==> src/rtl/seq_mac8.sv <==
`default_nettype none
// ============================================================================
//  Module   : seq_mac8
//  Purpose  : Sequential shift-add 8x8 unsigned multiplier with early exit
//             and an optional wrapping 20-bit product accumulator.
//  Revision : 1.0
// ============================================================================
module seq_mac8 #(
    parameter int W     = 8,
    parameter int ACC_W = 20
) (
    input  logic             clk,
    input  logic             rst_n,
    input  logic             start,
    input  logic [W-1:0]     a,
    input  logic [W-1:0]     b,
    input  logic             acc_en,
    input  logic             acc_clr,
    output logic             busy,
    output logic             done,
    output logic [2*W-1:0]   product,
    output logic [ACC_W-1:0] acc
);

    typedef enum logic [1:0] {
        IDLE = 2'd0,
        RUN  = 2'd1,
        DONE = 2'd2
    } state_t;

    state_t             state_q,   state_d;
    logic [2*W-1:0]     mcand_q,   mcand_d;
    logic [W-1:0]       mult_q,    mult_d;
    logic [2*W-1:0]     psum_q,    psum_d;
    logic               acc_en_q,  acc_en_d;
    logic               busy_q,    busy_d;
    logic               done_q,    done_d;
    logic [2*W-1:0]     product_q, product_d;
    logic [ACC_W-1:0]   acc_q,     acc_d;

    logic [2*W-1:0]     addend;
    logic [2*W-1:0]     psum_sum;
    logic [ACC_W-1:0]   prod_ext;

    // Adder operand is gated to zero on a 0 multiplier bit so it does not toggle.
    assign addend   = mult_q[0] ? mcand_q : '0;
    assign psum_sum = psum_q + addend;
    assign prod_ext = ACC_W'(psum_sum);

    always_comb begin
        state_d   = state_q;
        mcand_d   = mcand_q;
        mult_d    = mult_q;
        psum_d    = psum_q;
        acc_en_d  = acc_en_q;
        busy_d    = busy_q;
        done_d    = 1'b0;
        product_d = product_q;
        acc_d     = acc_q;

        case (state_q)
            IDLE: begin
                if (start) begin
                    mcand_d  = {{W{1'b0}}, a};
                    mult_d   = b;
                    acc_en_d = acc_en;
                    psum_d   = '0;
                    state_d  = RUN;
                    busy_d   = 1'b1;
                end
            end
            RUN: begin
                if (mult_q[0]) begin
                    psum_d = psum_sum;
                end
                mult_d  = mult_q >> 1;
                mcand_d = mcand_q << 1;
                // Exit once no set multiplier bits remain above the current one.
                if (mult_q[W-1:1] == '0) begin
                    state_d   = DONE;
                    busy_d    = 1'b0;
                    done_d    = 1'b1;
                    product_d = psum_sum;
                    if (acc_en_q) begin
                        acc_d = acc_q + prod_ext;
                    end
                end
            end
            DONE: begin
                state_d = IDLE;
            end
            default: begin
                state_d = IDLE;
                busy_d  = 1'b0;
            end
        endcase

        if (acc_clr) begin
            acc_d = '0;
        end
    end

    always_ff @(posedge clk or negedge rst_n) begin
        if (!rst_n) begin
            state_q   <= IDLE;
            mcand_q   <= '0;
            mult_q    <= '0;
            psum_q    <= '0;
            acc_en_q  <= 1'b0;
            busy_q    <= 1'b0;
            done_q    <= 1'b0;
            product_q <= '0;
            acc_q     <= '0;
        end else begin
            state_q   <= state_d;
            mcand_q   <= mcand_d;
            mult_q    <= mult_d;
            psum_q    <= psum_d;
            acc_en_q  <= acc_en_d;
            busy_q    <= busy_d;
            done_q    <= done_d;
            product_q <= product_d;
            acc_q     <= acc_d;
        end
    end

    assign busy    = busy_q;
    assign done    = done_q;
    assign product = product_q;
    assign acc     = acc_q;

endmodule
`default_nettype wire

==> config.mk <==
export PLATFORM = sky130hd
export DESIGN_NAME = seq_mac8
export DESIGN_NICKNAME = d
export VERILOG_FILES = /design/src/rtl/seq_mac8.sv
export SDC_FILE = /design/constraint.sdc
export NUM_CORES = 1
export LEC_CHECK = 0
export CORE_AREA = 2 2 102 104
export DETAILED_ROUTE_END_ITERATION = 6
export DIE_AREA = 0 0 104 106
export PLACE_DENSITY = 0.85
export SLEW_MARGIN = 20
export SYNTH_ARGS = -nofsm -noshare
export SYNTH_HDL_FRONTEND = slang
export SYNTH_SLANG_ARGS = --single-unit
==> constraint.sdc <==
create_clock -name clk -period 4.2 [get_ports clk]
set_input_delay 0.84 -clock clk [delete_from_list [all_inputs] [get_ports clk]]
set_output_delay 0.84 -clock clk [all_outputs]
set_load 0.01 [all_outputs]
==> results of run 1 <==
[kinds of logic (layout without fill, tap and decap cells)]
logic type | after synthesis | in the layout
simple gates | 152 | 152
flops | 81 | 81
buf+inv | 39 | 108
xor+xnor | 25 | 25
fa+ha+maj | 34 | 34
compound gates | 158 | 158
mux | 18 | 18
[critical path, cell delays in order, from the launching register on]
cell      delay, ns
dfrtp_2        0.45
and2_1         0.16
ha_2           0.19
inv_2          0.07
fa_2           0.21
nor2b_1        0.06
o31a_1         0.27
or4_4          0.46
a211oi_2       0.23
o21bai_1       0.09
xor2_1         0.25
ha_1           0.32
a21o_1         0.22
a221oi_2       0.31
o21bai_1       0.15
nor2_1         0.16
o21ai_2        0.09
nand4b_1       0.11
mux2_2         0.33
[layer usage]
metal,wire length [um],part of all wire (%),vias to the layer above
met4,456,3.7,0
met3,672,5.4,45
met1,5160,42,2102
met2,6080,49,162
met5,0,0,-
li1,-,-,1964
[Yosys cell counts (4+ instances only)]
cell type and n:
a211oi_1 5, a21o_1 9, a21oi_1 52, a22o_1 24
a22oi_1 8, and2_1 15, and3b_1 7, clkbuf_1 19
dfrtp_1 81, ha_1 32, inv_1 14, mux2_2 17
nand2_1 44, nand2b_1 6, nand3_1 11, nand4_1 4
nor2_1 24, nor2b_1 18, o21ai_0 33, o21bai_1 4
xnor2_1 15, xor2_1 10
[sequential cells by signal, summed over array words and instances (netlist names)]
| name | count |
|---|---|
| mult_q | 8 |
| product | 16 |
| acc_en_q | 1 |
| busy | 1 |
| state_q | 2 |
| psum_q | 16 |
| mcand_q | 16 |
| acc | 20 |
| done | 1 |
[layout make-up]
| class | instances | area [sq um] |
|---|---|---|
| well taps | 136 | 170 |
| flip-flops and latches | 81 | 2030 |
| clock inverters | 7 | 141 |
| clock buffers | 9 | 124 |
| repair buffers | 77 | 724 |
| inverters | 15 | 56.3 |
| fillers | 825 | 3960 |
| multi-input cells | 387 | 2800 |
[repair_timing]
item                                    in CTS  in global routing
endpoints found under the hold margin        0                  0
pin swaps                                    2                  9
hold buffers                                 0                  0
endpoints found under the setup margin       2                  7
gates resized for setup                      3                 15
setup buffers                                2                  6
[power groups by stage]
stage	combinational, mW	clock [mW]	sequential [mW]
2_1_floorplan	1.16	0	1.21
6_report	1.75	0.756	1.28
3_3_place_gp	1.57	0	1.27
3_5_place_dp	1.63	0	1.28
4_1_cts	1.67	0.760	1.26
5_1_grt	1.91	0.800	1.31
[how the worst max path moves through the flow]
| stage | startpoint | endpoint | slack, ns | cells after the start |
|---|---|---|---|---|
| 4_1_cts | mult_q[0]$_DFFE_PN0P_ | acc[19]$_DFFE_PN0P_ | 0.05 | 18 |
| 3_5_place_dp | mult_q[0]$_DFFE_PN0P_ | acc[19]$_DFFE_PN0P_ | 0.008 | 18 |
| 3_3_place_gp | mult_q[0]$_DFFE_PN0P_ | acc[19]$_DFFE_PN0P_ | 0.17 | 18 |
| 2_1_floorplan | mult_q[0]$_DFFE_PN0P_ | acc[19]$_DFFE_PN0P_ | 0.20 | 18 |
| 5_1_grt | mult_q[0]$_DFFE_PN0P_ | acc[19]$_DFFE_PN0P_ | -0.20 | 18 |
| 6_report | mult_q[0]$_DFFE_PN0P_ | acc[19]$_DFFE_PN0P_ | -0.04 | 18 |
[per-stage QoR]
step / setup slack (ns) / setup TNS, ns
after floorplan: 0.197 / 0
after global placement: 0.170 / 0
after detailed placement: 0.00780 / 0
after CTS: 0.0484 / 0
after global routing: -0.205 / -0.396
final: -0.0415 / -0.0415
==> out/qor.csv, run 1 <==
stage,metric,value,unit
placed_design,placed_cell_area,5630,sq um
placed_design,gp_congestion,1.00,
clock_tree,cts.path.max_buffers,2,
worst_setup_path,start_kind,flop,
timing,fin_ws,-0.0415,ns
yosys,synth_edf_count,0,
timing,rsz0062_at_grt,true,
worst_setup_path,endpoint_kind,flop,
layout,final_cell_area,6040,sq um
yosys,synthArstFlopShare,100,%
yosys,synth_top_cell_by_area,dfrtp_1,
power_and_ir_drop,p_comb_share,46.3,%
routing,vias,4273,
layout,final_cell_mix,"dfrtp_1 (80), clkdlybuf4s50_1 (57), a21oi_1 (50)",
yosys,yosysWarnings,0,
yosys,synth_compound_area_share,20.8,%
job,drv_cap,0,
die,ios,59,
yosys,synth-simple-area-share,17.0,%
timing,tightest_slew,0.959,ns
status,violations,negative setup slack,
clock_tree,clk_pin_slew_worst_paths,0.09,ns
global_routing,top_usage_layer,met2,
yosys,synth_ff_type,dfrtp_1,
yosys,synth_fa_ha_area_share,8.99,%
global_routing,use_met3,4.05,%
placed_design,dp_cells,688,
global_routing,grt_pass1_vias,4153,
worst_setup_path,crit_type,reg -> reg,
yosys,syn_inst,507,
die,initial_utilization,49.0,%
power_and_ir_drop,totalPowerFinal,3.79,mW
timing,fmax,236,MHz
die,coreArea,10000,sq um
layout,syn_to_final_growth,23.3,%
die,num_rows,37,
min_path,hold_class,in -> async,
routing,avgViaCountPerCell,6.00,
yosys,ys_types,58,
die,die_height,106,um
timing,fin_skew,0.0101,ns
worst_setup_path,r2r-start,mult_q[0]$_DFFE_PN0P_,
layout,finalNetCount,626,
clock_tree,cts_tree,built,
routing,ant_nets,0,
power_and_ir_drop,internal-power,2.29,mW
global_routing,track_usage,22.4,%
global_routing,antenna_found_initial,0,
yosys,synthMuxAreaShare,4.11,%
yosys,synth_area,4900,sq um
routing,routed_wl,12400,um
power_and_ir_drop,ir_drop,0.000286,V
global_routing,met2_usage,37.6,%
worst_setup_path,crit_fanout,5,
clock_tree,clock_latency,0.38,ns
yosys,ys_seq_area_share,41.4,%
layout,drive_gt1_share,13.5,%
placed_design,dpl.hpwl,8400,um
worst_setup_path,r2r_end,acc[19]$_DFFE_PN0P_,
power_and_ir_drop,power.switching,1.50,mW
global_routing,grt_pass1_wl,20100,um
timing,hold_viol,0,
routing,drt_iter0_markers,282,
yosys,synthesis.nets,562,
yosys,synth_area_leaders,"dfrtp_1 (41%), ha_1 (8.2%), a21oi_1 (5.3%), a22o_1 (4.3%), mux2_2 (3.9%)",
timing,finalMaxSlewViolations,0,
yosys,ys_seq_elements,81,
yosys,synth_top_area_share,41.4,%
timing,relSlewSlack,35.9,%
layout,final_cells,712,
layout,final_common_cell,dfrtp_1,
placed_design,place.port_buffers,58,
timing,min_period,4.24,ns
timing,whs,0.500,ns
layout,final_util,60.4,%
global_routing,grt_start_max_net_pins,82,
die,dieArea,11000,sq um
timing,final-setup-viol-count,1,
timing,fin_crit_sh,101,%
die,die_w,104,um
worst_setup_path,arrival,4.51,ns
worst_setup_path,rrSetupSlack,-0.04,ns
power_and_ir_drop,pwr-share-seq,33.7,%
yosys,synth_area_per_cell,9.67,sq um
worst_setup_path,cp.required,4.47,ns
power_and_ir_drop,pwr-share-clk,20.0,%
layout,diodes,0,
clock_tree,cts-root-buf,clkbuf_8,
clock_tree,clock_sinks,81,
clock_tree,htreeDepth,3,
routing,remaining_drc_errors,0,
global_routing,grt-ovfl-total,0,
routing,wire_per_inst,17.4,um
yosys,synth_top_family_by_area,compound AO/OA/AOI/OAI gates,
yosys,synth_xor_area_share,4.47,%
status,status,finished with violations,
power_and_ir_drop,cellPowerDensity,626,nW/um^2
global_routing,met1_usage,28.3,%
power_and_ir_drop,swShare,39.6,%
routing,drt_first_pass_iters,5,
power_and_ir_drop,leakage,2.76,nW
worst_setup_path,r2r_cells,18,
clock_tree,cts_buffers,9,
Power figures use the tool's default switching activity.
==> run 2, diff against run 1 <==
- CTS_CLUSTER_SIZE: unset -> 24
==> results of run 2 <==
No change in the layout: final DEF, timing and power equal those of run 1.
==> run 3, diff against run 2 <==
- GPL_ROUTABILITY_DRIVEN: unset -> 0
==> run 3 against run 2 <==
Utilization down 1.5 points. Clock skew barely moved. Die area is the same. Routed wire length shrank 2.7%. Global-route usage shrank 0.65 points. The run now ends clean. Via count shrank 1.8%. Flip-flop and latch count did not move. Critical path depth unchanged. Clock-buffer cell count grew 2. Fmax grew 3.7%. Clock power fell by 34%. First-iteration DRC count fell by 1.8%.
==> out/qor.csv, run 3 (same netlist as run 1, synthesis figures left out) <==
stage,metric,value,unit,change
status,status,"finished, final reports clean",,
global_routing,grt_pass1_vias,4054,,-2.4%
clock_tree,clock_sinks,81,,unchanged
layout,final_cells,707,,-0.70%
timing,fmax,245,MHz,+3.7%
routing,avgViaCountPerCell,5.93,,-1.1%
layout,final_common_cell,dfrtp_1,,
worst_setup_path,start_kind,flop,,
power_and_ir_drop,cellPowerDensity,592,nW/um^2,-5.5%
die,num_rows,37,,unchanged
timing,min_period,4.09,ns,-0.153 ns
layout,final_cell_area,5890,sq um,-2.5%
placed_design,pre_cts_ws,0.0340,ns,+0.0262 ns
die,initial_utilization,49.0,%,unchanged
die,ios,59,,unchanged
layout,final_cell_mix,"dfrtp_1 (80), clkdlybuf4s50_1 (57), a21oi_1 (49)",,
timing,relSlewSlack,41.1,%,+5.2 points
timing,finalMaxSlewViolations,0,,unchanged
timing,fin_crit_sh,97.4,%,-3.6 points
clock_tree,hold_buffers,0,,unchanged
timing,fin_skew,0.00966,ns,-0.000471 ns
placed_design,dp_cells,688,,unchanged
worst_setup_path,cp.required,4.45,ns,-0.02 ns
power_and_ir_drop,ir_drop,0.000312,V,+9.0%
power_and_ir_drop,leakage,2.72,nW,-1.8%
timing,tightest_slew,0.881,ns,-0.0786 ns
routing,routed_wl,12000,um,-2.7%
layout,syn_to_final_growth,20.2,%,
routing,remaining_drc_errors,0,,unchanged
die,coreArea,10000,sq um,unchanged
timing,whs,0.500,ns,+0.000362 ns
routing,drt_first_pass_iters,5,,unchanged
clock_tree,cts_buffers,9,,unchanged
die,die_w,104,um,unchanged
routing,drt_iter0_markers,277,,-1.8%
worst_setup_path,endpoint_kind,flop,,
placed_design,dpl.hpwl,8490,um,+0.99%
routing,ant_nets,0,,unchanged
global_routing,track_usage,21.7,%,-0.65 points
job,drv_cap,0,,unchanged
clock_tree,cts.path.max_buffers,2,,unchanged
clock_tree,cts_tree,built,,
timing,rsz0062_at_grt,true,,
global_routing,grt_start_max_net_pins,82,,unchanged
layout,nFillCells,856,,+3.8%
clock_tree,clk_pin_slew_worst_paths,0.08,ns,about the same
global_routing,antenna_found_initial,0,,unchanged
clock_tree,htreeDepth,3,,unchanged
placed_design,placed_cell_area,5630,sq um,unchanged
layout,finalNetCount,622,,-0.64%
worst_setup_path,arrival,4.34,ns,-0.17 ns
min_path,hold_class,in -> async,,
placed_design,place.port_buffers,58,,unchanged
clock_tree,clock_latency,0.36,ns,-0.02 ns
die,die_height,106,um,unchanged
worst_setup_path,crit_type,reg -> reg,,
routing,vias,4195,,-1.8%
layout,largest_reg_flops,20,,unchanged
clock_tree,cts-root-buf,clkbuf_8,,
routing,wire_per_inst,17.0,um,-2.0%
worst_setup_path,crit_fanout,8,,+3
layout,drive_gt1_share,12.3,%,-1.3 points
timing,tns,0,ns,+0.0415 ns
global_routing,grt_pass1_wl,19400,um,-3.7%
timing,final-setup-viol-count,0,,-1
timing,hold_viol,0,,unchanged
timing,fin_ws,0.111,ns,+0.153 ns
layout,diodes,0,,unchanged
die,dieArea,11000,sq um,unchanged
global_routing,grt-ovfl-total,0,,unchanged
-- run 3: cell types whose count changed in the layout (fill, tap and decap cells not counted), moves of 2 or more --
cell	before	now
buf_4	19	15
bufinv_16	4	0
clkinv_2	1	4
ha_1	27	29
ha_4	3	1
-- run 3: metrics by stage --
step	utilization [%]	power, mW
floorplan	-	2.37
global placement	56.3	2.84
detailed placement	56.3	2.92
CTS	58.0	3.43
global route	58.9	3.72
finish	58.9	3.49
-- run 3: report_power, final --
| part | internal, mW | total (mW) | switching [mW] |
|---|---|---|---|
| Sequential | 1.03 | 1.27 | 0.247 |
| Combinational | 0.776 | 1.71 | 0.938 |
| Clock | 0.224 | 0.501 | 0.277 |
| Total | 2.03 | 3.49 | 1.46 |
-- run 3: worst paths after layout --
kind                                             start                      to  slack [ns]  cells after the start
worst max-delay path             mult_q[0]$_DFFE_PN0P_     acc[19]$_DFFE_PN0P_        0.11                     18
worst min-delay path                             rst_n      acc[3]$_DFFE_PN0P_        0.50                      1
worst max register to register   mult_q[0]$_DFFE_PN0P_     acc[19]$_DFFE_PN0P_        0.11                     18
worst min register to register  product[5]$_DFFE_PN0P_  product[5]$_DFFE_PN0P_        0.51                      1
max in group asynchronous                        rst_n   mult_q[0]$_DFFE_PN0P_        3.15                      1
min in group clk                product[5]$_DFFE_PN0P_  product[5]$_DFFE_PN0P_        0.51                      1
-- run 3: layout make-up --
cell class                      instances  area [sq um]  share of cell area, %
Clock buffer                           11           141                   2.40
Clock inverter                          4          20.0                  0.340
Inverter                               15          56.3                  0.955
Multi-Input combinational cell        387          2780                   47.2
Sequential cell                        81          2030                   34.4
Tap cell                              136           170                   2.89
Timing Repair Buffer                   73           694                   11.8
-- run 3: what timing repair did --
action | in CTS | in global routing
setup buffers | 1 | 3
gates resized for setup | 0 | 16
pin swaps | 1 | 6
setup endpoints to repair | 1 | 7
hold endpoints to repair | 0 | 0
gates cloned | 0 | 0
-- run 3: critical path, cell delays in order (launching register included) --
cell      delay, ns
dfrtp_2        0.46
and2_1         0.15
ha_1           0.20
inv_1          0.09
fa_2           0.21
nor2b_1        0.06
o31a_1         0.27
or4_4          0.47
a211oi_2       0.21
o21bai_1       0.09
xor2_1         0.25
ha_1           0.32
a21o_1         0.21
a221oi_2       0.22
o21bai_1       0.13
nor2_1         0.13
o21ai_2        0.09
nand4b_1       0.10
mux2_2         0.33
-- run 3: layer usage --
metal	vias to the layer above	track usage, %	wire [um]
li1	1961	-	-
met4	0	10.1	333
met2	147	36.4	6060
met3	32	3.56	551
met5	-	0	0
met1	2055	27.7	5090
